File: config.mk
export PLATFORM = sky130hd
export DESIGN_NAME = mult_seq_ctrl
export DESIGN_NICKNAME = d
export VERILOG_FILES = /design/src/rtl/mult_seq_ctrl.sv
export SDC_FILE = /design/constraint.sdc
export NUM_CORES = 1
export LEC_CHECK = 0
export BUFFER_PORTS_ARGS = -buffer_cell sky130_fd_sc_hd__buf_2
export CORE_MARGIN = 3
export CORE_UTILIZATION = 45
export CTS_CLUSTER_SIZE = 20
export DETAILED_ROUTE_END_ITERATION = 6
export PLACE_DENSITY_LB_ADDON = 0.1
export SLEW_MARGIN = 0
export SYNTH_ARGS = -nofsm -noshare
export SYNTH_HDL_FRONTEND = slang
export SYNTH_SLANG_ARGS = --single-unit
File: constraint.sdc
create_clock -name clk_i -period 10.7 [get_ports clk_i]
set_clock_uncertainty 0.1 [all_clocks]
set_input_delay 2.675 -clock clk_i [delete_from_list [all_inputs] [get_ports clk_i]]
set_output_delay 2.675 -clock clk_i [all_outputs]
set_load 0.005 [all_outputs]
File: src/rtl/mult_seq_ctrl.sv
// rtl/mult_seq_ctrl.sv - iterative unsigned shift-add multiplier sharing the CPU ALU
module mult_seq_ctrl #(
  parameter int DATA_W = 32,
  parameter int CNT_W  = 5
) (
  input  logic              clk_i,
  input  logic              rst_i,
  input  logic              start_i,
  input  logic [DATA_W-1:0] multiplicand_i,
  input  logic [DATA_W-1:0] multiplier_i,
  output logic              busy_o,
  output logic              done_o,
  output logic [DATA_W-1:0] hi_o,
  output logic [DATA_W-1:0] lo_o,
  output logic              alu_req_o,
  input  logic              alu_grant_i,
  output logic [3:0]        alu_ctrl_o,
  output logic [DATA_W-1:0] alu_src1_o,
  output logic [DATA_W-1:0] alu_src2_o,
  input  logic [DATA_W-1:0] alu_result_i
);

  localparam logic [3:0]       ALU_ADD  = 4'b0010;
  localparam logic [3:0]       ALU_NOP  = 4'b1111;
  localparam logic [CNT_W-1:0] CNT_ONE  = {{(CNT_W-1){1'b0}}, 1'b1};
  localparam logic [CNT_W-1:0] CNT_LAST = {CNT_W{1'b1}};

  typedef enum logic [1:0] {
    S_IDLE,
    S_RUN,
    S_DONE
  } state_t;

  state_t            state_q, state_d;
  logic [DATA_W-1:0] mcand_q, hi_q, lo_q;
  logic [DATA_W-1:0] hi_d, lo_d;
  logic [CNT_W-1:0]  cnt_q;
  logic              busy_q, done_q;
  logic              advance;
  logic              carry;

  assign busy_o = busy_q;
  assign done_o = done_q;
  assign hi_o   = hi_q;
  assign lo_o   = lo_q;

  // State register
  always_ff @(posedge clk_i or posedge rst_i) begin
    if (rst_i) state_q <= S_IDLE;
    else       state_q <= state_d;
  end

  // Next state, ALU request decode and the shifted partial product for this iteration
  always_comb begin
    state_d    = state_q;
    alu_req_o  = 1'b0;
    alu_ctrl_o = ALU_NOP;
    alu_src1_o = '0;
    alu_src2_o = '0;
    advance    = 1'b0;
    carry      = 1'b0;
    hi_d       = hi_q;
    lo_d       = lo_q;
    case (state_q)
      S_IDLE: begin
        if (start_i) state_d = S_RUN;
      end
      S_RUN: begin
        if (lo_q[0]) begin
          // Multiplier bit set: add mcand into hi, but only once the ALU is ours
          alu_req_o  = 1'b1;
          alu_ctrl_o = ALU_ADD;
          alu_src1_o = hi_q;
          alu_src2_o = mcand_q;
          if (alu_grant_i) begin
            // The ALU has no carry-out; a wrapped sum is smaller than either addend
            carry        = (alu_result_i < hi_q);
            {hi_d, lo_d} = {carry, alu_result_i, lo_q[DATA_W-1:1]};
            advance      = 1'b1;
          end
        end else begin
          {hi_d, lo_d} = {1'b0, hi_q, lo_q[DATA_W-1:1]};
          advance      = 1'b1;
        end
        if (advance && (cnt_q == CNT_LAST)) state_d = S_DONE;
      end
      S_DONE: begin
        state_d = S_IDLE;
      end
      default: begin
        state_d = S_IDLE;
      end
    endcase
  end

  // Operand capture on accepted start, then one shift per completed iteration
  always_ff @(posedge clk_i or posedge rst_i) begin
    if (rst_i) begin
      mcand_q <= '0;
      hi_q    <= '0;
      lo_q    <= '0;
      cnt_q   <= '0;
    end else if ((state_q == S_IDLE) && start_i) begin
      mcand_q <= multiplicand_i;
      hi_q    <= '0;
      lo_q    <= multiplier_i;
      cnt_q   <= '0;
    end else if (advance) begin
      hi_q  <= hi_d;
      lo_q  <= lo_d;
      cnt_q <= cnt_q + CNT_ONE;
    end
  end

  // Handshake flags registered from the next state so they line up with RUN/DONE
  always_ff @(posedge clk_i or posedge rst_i) begin
    if (rst_i) begin
      busy_q <= 1'b0;
      done_q <= 1'b0;
    end else begin
      busy_q <= (state_d != S_IDLE);
      done_q <= (state_d == S_DONE);
    end
  end

endmodule

==> results.sh, run 1 <==
export IMPL_status="complete, no violations"
export IMPL_min_period_ps=5230
export IMPL_grt_max_degree=102
export IMPL_clk_latency_ps=350
export IMPL_start_kind="flip-flop"
export IMPL_drt_total_wl_um=16300
export IMPL_dp_hpwl_um=11300
export IMPL_crit_path_end_kind="output port"
export IMPL_dieHeight_um=119
export IMPL_synthFlopType="dfrtp_1"
export IMPL_rrSetupSlack_ps=8030
export IMPL_hold_class="flip-flop to flip-flop"
export IMPL_ys_seq_area_share_pct=45.3
export IMPL_drt_iter0_drc=444
export IMPL_cts_setup_buffers=0
export IMPL_async_flop_share_pct=100
export IMPL_final_common_cell="buf_2"
export IMPL_min_to="mcand_q[28]"
export IMPL_dr_pass1_iters=5
export IMPL_use_met3_pct=5.18
export IMPL_clock_sinks=105
export IMPL_cap_viol_max_count=0
export IMPL_yosysUniqueCellTypes=43
export IMPL_holdPathStages=2
export IMPL_finalPower_mw=2.19
export IMPL_grt_busiest_layer="met2"
export IMPL_synth_edf_count=0
export IMPL_yosysWarnings=0
export IMPL_power_density_nw_per_um2=299
export IMPL_dr_total_vias=5701
export IMPL_layout_drive_gt1_share_pct=28.8
export IMPL_finalHoldViolCount=0
export IMPL_area_growth_pct=26.7
export IMPL_grtUsageMet1_pct=30.2
export IMPL_finalSetupViolCount=0
export IMPL_syn_area_per_cell_um2=7.95
export IMPL_min_delay_start="mcand_q[28]"
export IMPL_crit_arrival_ps=2460
export IMPL_required_ps=7930
export IMPL_grt_pass1_wl_um=26800
export IMPL_antenna_found_initial=0
export IMPL_cts_repair_resize_count=0
export IMPL_core_area_um2=12300
export IMPL_drc=0
export IMPL_cts_htree_levels=3
export IMPL_initial_core_util_pct=47.1
export IMPL_path_class="flip-flop to output port"
export IMPL_hold_buffers=0
export IMPL_fmax_mhz=191
export IMPL_drv_slew=0
export IMPL_period_share_pct=48.9
export IMPL_place_area_um2=6980
export IMPL_syn_area_um2=5800
export IMPL_path_clk_slew_ps=70
export IMPL_grt_pass1_vias=5459
export IMPL_synth_fp_nets=862
export IMPL_worst_slew_pin_slew_ps=1060
export IMPL_grtUsageTotal_pct=22.7
export IMPL_ir_drop_mv=0.131
export IMPL_route_antenna_remaining_nets=0
export IMPL_num_antenna_cells=0
export IMPL_whs_ps=371
export IMPL_cp_max_fo=38
export IMPL_postLayoutSetupSlackWorst_ps=5470
export IMPL_p_leak_nw=4.01
export IMPL_finalInstanceArea_um2=7340
export IMPL_r2r_end="hi_o[31]"
export IMPL_die_x_um=119
export IMPL_grt_setup_unrepaired="no"
export IMPL_numCtsBuffers=9
export IMPL_cts_root_buf="clkbuf_16"
export IMPL_syn_inst=729
export IMPL_tritoncts="built"
export IMPL_clk_path_buf_depth=2
export IMPL_final_cell_mix="buf_2, nand2_1, dfrtp_1, nor2_1, nand3_1"
export IMPL_viasPerCell=5.21
export IMPL_fin_setup_tns_ps=0
export IMPL_r2r_start="state_q[0]"
export IMPL_rr_worst_depth=6
export IMPL_slew_headroom_pct=29.5
export IMPL_place_ws_ps=5840
export IMPL_place_gp_congestion=0.838
export IMPL_port_buffers=233
export IMPL_ios=235
export IMPL_num_rows=40
export IMPL_wl_per_cell_um=14.9
export IMPL_nNetsFinal=1055
export IMPL_die_area_um2=14300
export IMPL_use_met2_pct=36.1
export IMPL_ys_ff_latch=105
export IMPL_grt_overflow=0
[worst max path at each step]
stage	from	endpoint	slack [ps]	depth (start not counted)
after detailed placement	state_q[0]	alu_src1_o[22]	5840	5
after CTS	state_q[0]	alu_src1_o[22]	5450	5
after floorplan	rst_i	busy_o	5160	1
after global routing	state_q[0]	alu_src1_o[28]	5220	5
after global placement	state_q[0]	alu_src1_o[27]	5930	5
final	state_q[0]	alu_src1_o[28]	5470	5
[final cells by class]
class,count,area [um^2]
multi-input cells,532,2800
clock buffers,11,253
flip-flops and latches,105,2630
repair buffers,239,1210
fillers,1161,4970
clock inverters,5,108
well taps,168,210
inverters,35,134
[cells in the mapped netlist, types with 2 or more instances]
| cell type | count | area (um^2) |
|---|---|---|
| a21oi_1 | 17 | 85.1 |
| inv_1 | 34 | 128 |
| o21ai_0 | 36 | 180 |
| xor2_1 | 2 | 17.5 |
| buf_1 | 5 | 18.8 |
| nand2b_1 | 3 | 18.8 |
| nor2_1 | 67 | 251 |
| nor3_1 | 2 | 10.0 |
| a21o_1 | 2 | 15.0 |
| nand4_1 | 4 | 25.0 |
| ha_1 | 33 | 413 |
| buf_2 | 15 | 75.1 |
| buf_4 | 4 | 30.0 |
| and4_1 | 2 | 17.5 |
| dfrtp_1 | 105 | 2630 |
| nand2_1 | 180 | 676 |
| o21ai_1 | 33 | 165 |
| and3_1 | 36 | 225 |
| nand3_1 | 65 | 325 |
| clkbuf_1 | 32 | 120 |
| a31oi_1 | 30 | 188 |
[routing by layer]
metal / up-vias / wire (um)
li1: 2818 / -
met1: 2645 / 7150
met2: 212 / 7530
met3: 26 / 1210
met4: 0 / 393
met5: - / 0
[power breakdown]
part           switching [mW]  internal, mW
Sequential              0.119         0.587
Combinational           0.633         0.457
Clock                   0.153         0.243
Total                   0.905          1.29
[stage by stage]
step,utilization (%),std cells
global placement,56.7,1079
floorplan,-,729
detailed placement,56.7,1079
global route,59.6,1095
CTS,59.6,1095
finish,59.6,1095
[flip-flops by register name (all words and copies together), names as in the netlist]
name     cells
busy_o       1
cnt_q        5
done_o       1
hi_o        32
lo_o        32
mcand_q     32
state_q      2
[critical path: stages (launching register included)]
cell     delay [ps]
dfrtp_1         440
and2b_1         830
and2_2          300
inv_2           220
nor2_1          180
buf_2           130
[kinds of logic after synthesis]
family,count (synthesis),share of synthesized area (%)
compound gates,127,12.4
flops,105,45.3
xor+xnor,2,0.302
buf+inv,92,6.56
simple gates,368,28.0
mux,1,0.173
fa+ha+maj,33,7.12
other cells,1,0.0647
No activity file was read; power rests on OpenSTA's default activity.
==> run 2, diff against run 1 <==
- ABC_AREA: default -> 1
- clock period: 10.7 -> 5.2 ns (I/O delays scaled with it)
==> run 2 against run 1 <==
Effect of this change:
- register-to-register slack got worse by 5200 ps
- worst hold slack improved by 7.9 ps
- synthesized cell count up 0.96%
- routed wire length decreased by 3.8%
- clock-buffer cell count decreased by 1
- non-clock buffer count increased by 1
- critical path depth is 1 lower
- synthesized area decreased by 2.8%
- sequential share of layout area rose by 0.82 points
- die area is 2.7% lower
- utilization is 0.38 points lower
- combinational power increased by 110%
==> results.sh, run 2 <==
export IMPL_status="complete, no violations"
export IMPL_required_ps=3800
export IMPL_finalHoldViolCount=0
export IMPL_yosys_area_top_type="dfrtp_1"
export IMPL_port_buffers=233
export IMPL_grt_pass1_vias=5344
export IMPL_syn_inst=736
export IMPL_path_clk_slew_ps=70
export IMPL_drt_total_wl_um=15700
export IMPL_cts_htree_levels=3
export IMPL_clk_latency_ps=350
export IMPL_yosys_top_cells_count="nand2_1, nor2_1, dfrtp_1, inv_1, a21oi_1"
export IMPL_grtUsageTotal_pct=22.3
export IMPL_die_x_um=118
export IMPL_synthMuxAreaShare_pct=0
export IMPL_route_antenna_remaining_nets=0
export IMPL_fin_setup_tns_ps=0
export IMPL_crit_arrival_ps=1870
export IMPL_antenna_found_initial=1
export IMPL_rr_worst_depth=9
export IMPL_synth_top_family_by_area="simple AND/OR/NAND/NOR gates"
export IMPL_power_density_nw_per_um2=618
export IMPL_yosysWarnings=0
export IMPL_viasPerCell=5.07
export IMPL_initial_core_util_pct=46.5
export IMPL_dr_total_vias=5643
export IMPL_pwr_share_clk_pct=15.9
export IMPL_final_cell_mix="buf_2, nand2_1, nor2_1, dfrtp_1, inv_1"
export IMPL_area_growth_pct=27.4
export IMPL_dr_pass1_iters=5
export IMPL_period_share_pct=62.9
export IMPL_hold_class="flip-flop to flip-flop"
export IMPL_numCtsBuffers=9
export IMPL_cap_viol_max_count=0
export IMPL_cts_root_buf="clkbuf_16"
export IMPL_tritoncts="built"
export IMPL_cts_repair_resize_count=0
export IMPL_crit_path_end_kind="output port"
export IMPL_grt_pass1_wl_um=25800
export IMPL_min_period_ps=3270
export IMPL_ys_ff_latch=105
export IMPL_synth_fp_nets=869
export IMPL_dp_hpwl_um=10800
export IMPL_num_rows=40
export IMPL_multi_input_area_um2=2590
export IMPL_yosysMostFrequentCell="nand2_1"
export IMPL_ys_seq_area_share_pct=46.6
export IMPL_synth_area_top_cells="dfrtp_1, nand2_1, nor2_1"
export IMPL_dieHeight_um=118
export IMPL_ir_drop_mv=0.263
export IMPL_grt_max_degree=94
export IMPL_synth_top_area_share_pct=46.6
export IMPL_place_gp_congestion=0.843
export IMPL_synth_edf_count=0
export IMPL_path_class="flip-flop to output port"
export IMPL_ios=235
export IMPL_yosysUniqueCellTypes=25
export IMPL_core_area_um2=12100
export IMPL_power_share_sequential_pct=32.7
export IMPL_synth_xor_area_share_pct=0
export IMPL_r2r_end="hi_o[31]"
export IMPL_p_switching_mw=1.92
export IMPL_r2r_start="state_q[0]"
export IMPL_clk_path_buf_depth=2
export IMPL_drv_slew=0
export IMPL_startpoint="lo_o[0]"
export IMPL_final_common_cell="buf_2"
export IMPL_rrSetupSlack_ps=2790
export IMPL_cp_max_fo=93
export IMPL_async_flop_share_pct=100
export IMPL_syn_area_per_cell_um2=7.65
export IMPL_drc=0
export IMPL_nNetsFinal=1072
export IMPL_finalInstanceArea_um2=7180
export IMPL_slew_headroom_pct=25.4
export IMPL_comb_power_share_pct=51.4
export IMPL_die_area_um2=13900
export IMPL_cts_setup_buffers=0
export IMPL_synth_compound_area_share_pct=13.2
export IMPL_hold_buffers=0
export IMPL_clock_sinks=105
export IMPL_seqCellArea_um2=2630
export IMPL_synthFlopType="dfrtp_1"
export IMPL_drt_iter0_drc=442
export IMPL_fmax_mhz=306
export IMPL_layout_drive_gt1_share_pct=28.0
export IMPL_synth_simple_area_share_pct=25.3
export IMPL_place_area_um2=6870
export IMPL_wl_per_cell_um=14.1
export IMPL_start_kind="flip-flop"
export IMPL_endpoint="alu_src2_o[17]"
export IMPL_power_switching_share_pct=43.2
export IMPL_syn_area_um2=5630
export IMPL_grt_overflow=0
export IMPL_n_fill_cell=1164
export IMPL_finalSetupViolCount=0
export IMPL_worst_slew_pin_slew_ps=1120
export IMPL_p_leak_nw=3.90
export IMPL_p_int_mw=2.52
export IMPL_grt_setup_unrepaired="no"
export IMPL_synthAdderAreaFrac_pct=7.33
-- run 2: changes by cell type in the layout (fill, tap and decap cells not counted), sizes merged, moves of 5 or more --
cell   change
o22ai     +32
nand3     -31
inv       +22
nor2      +71
and3      -36
o21ai     -55
a21oi     +30
nor3       +5
-- run 2: worst min path at each step --
| stage | start | end | cells past startpoint |
|---|---|---|---|
| global placement | mcand_q[8] | mcand_q[8] | 2 |
| global route | mcand_q[14] | mcand_q[14] | 2 |
| floorplan | cnt_q[2] | cnt_q[2] | 1 |
| CTS | cnt_q[2] | cnt_q[2] | 1 |
| detailed placement | mcand_q[6] | mcand_q[6] | 2 |
| finish | mcand_q[10] | mcand_q[10] | 2 |
-- run 2: per-layer routing --
| metal | track usage [%] | part of all wire, % |
|---|---|---|
| met1 | 28.4 | 43 |
| met2 | 36.8 | 48 |
| met3 | 4.71 | 7.1 |
| met4 | 9.67 | 2.2 |
| met5 | 0 | 0 |
-- run 2: per-stage QoR --
stage	total power, mW	std cells	hold slack (ps)	utilization (%)	setup slack [ps]
2_1_floorplan	2.93	736	346	-	1040
3_3_place_gp	3.69	1096	362	56.7	2040
3_5_place_dp	3.76	1096	365	56.7	1990
4_1_cts	4.48	1112	382	59.2	1910
5_1_grt	4.84	1113	398	59.2	1770
6_report	4.43	1113	378	59.2	1930
-- run 2: cell type report --
cell class / count / area share (%)
inverters: 58 / 3.07
repair buffers: 240 / 17.0
clock buffers: 10 / 3.33
well taps: 168 / 2.93
multi-input cells: 525 / 36.1
flip-flops and latches: 105 / 36.6
diodes: 1 / 0.0349
clock inverters: 6 / 0.924
-- run 2: logic make-up (layout without fill, tap and decap cells) --
| family | after synthesis | after routing |
|---|---|---|
| and+or+nand+nor | 362 | 362 |
| buffers and inverters | 106 | 314 |
| adders and majority gates | 33 | 33 |
| other | 1 | 2 |
| DFF | 105 | 105 |
| AOI/OAI and AO/OA | 129 | 129 |
-- run 2: power by group through the flow --
stage	sequential, mW	clock, mW	combinational, mW
after floorplan	1.44	0	1.49
after global placement	1.45	0	2.24
after detailed placement	1.45	0	2.31
after CTS	1.45	0.721	2.31
after global routing	1.50	0.750	2.59
final	1.45	0.706	2.28
-- run 2: critical path, cell delays in order (launching register included) --
cell	delay [ps]
dfrtp_2	350
buf_4	690
nand2_1	130
nor2_1	160
buf_2	130
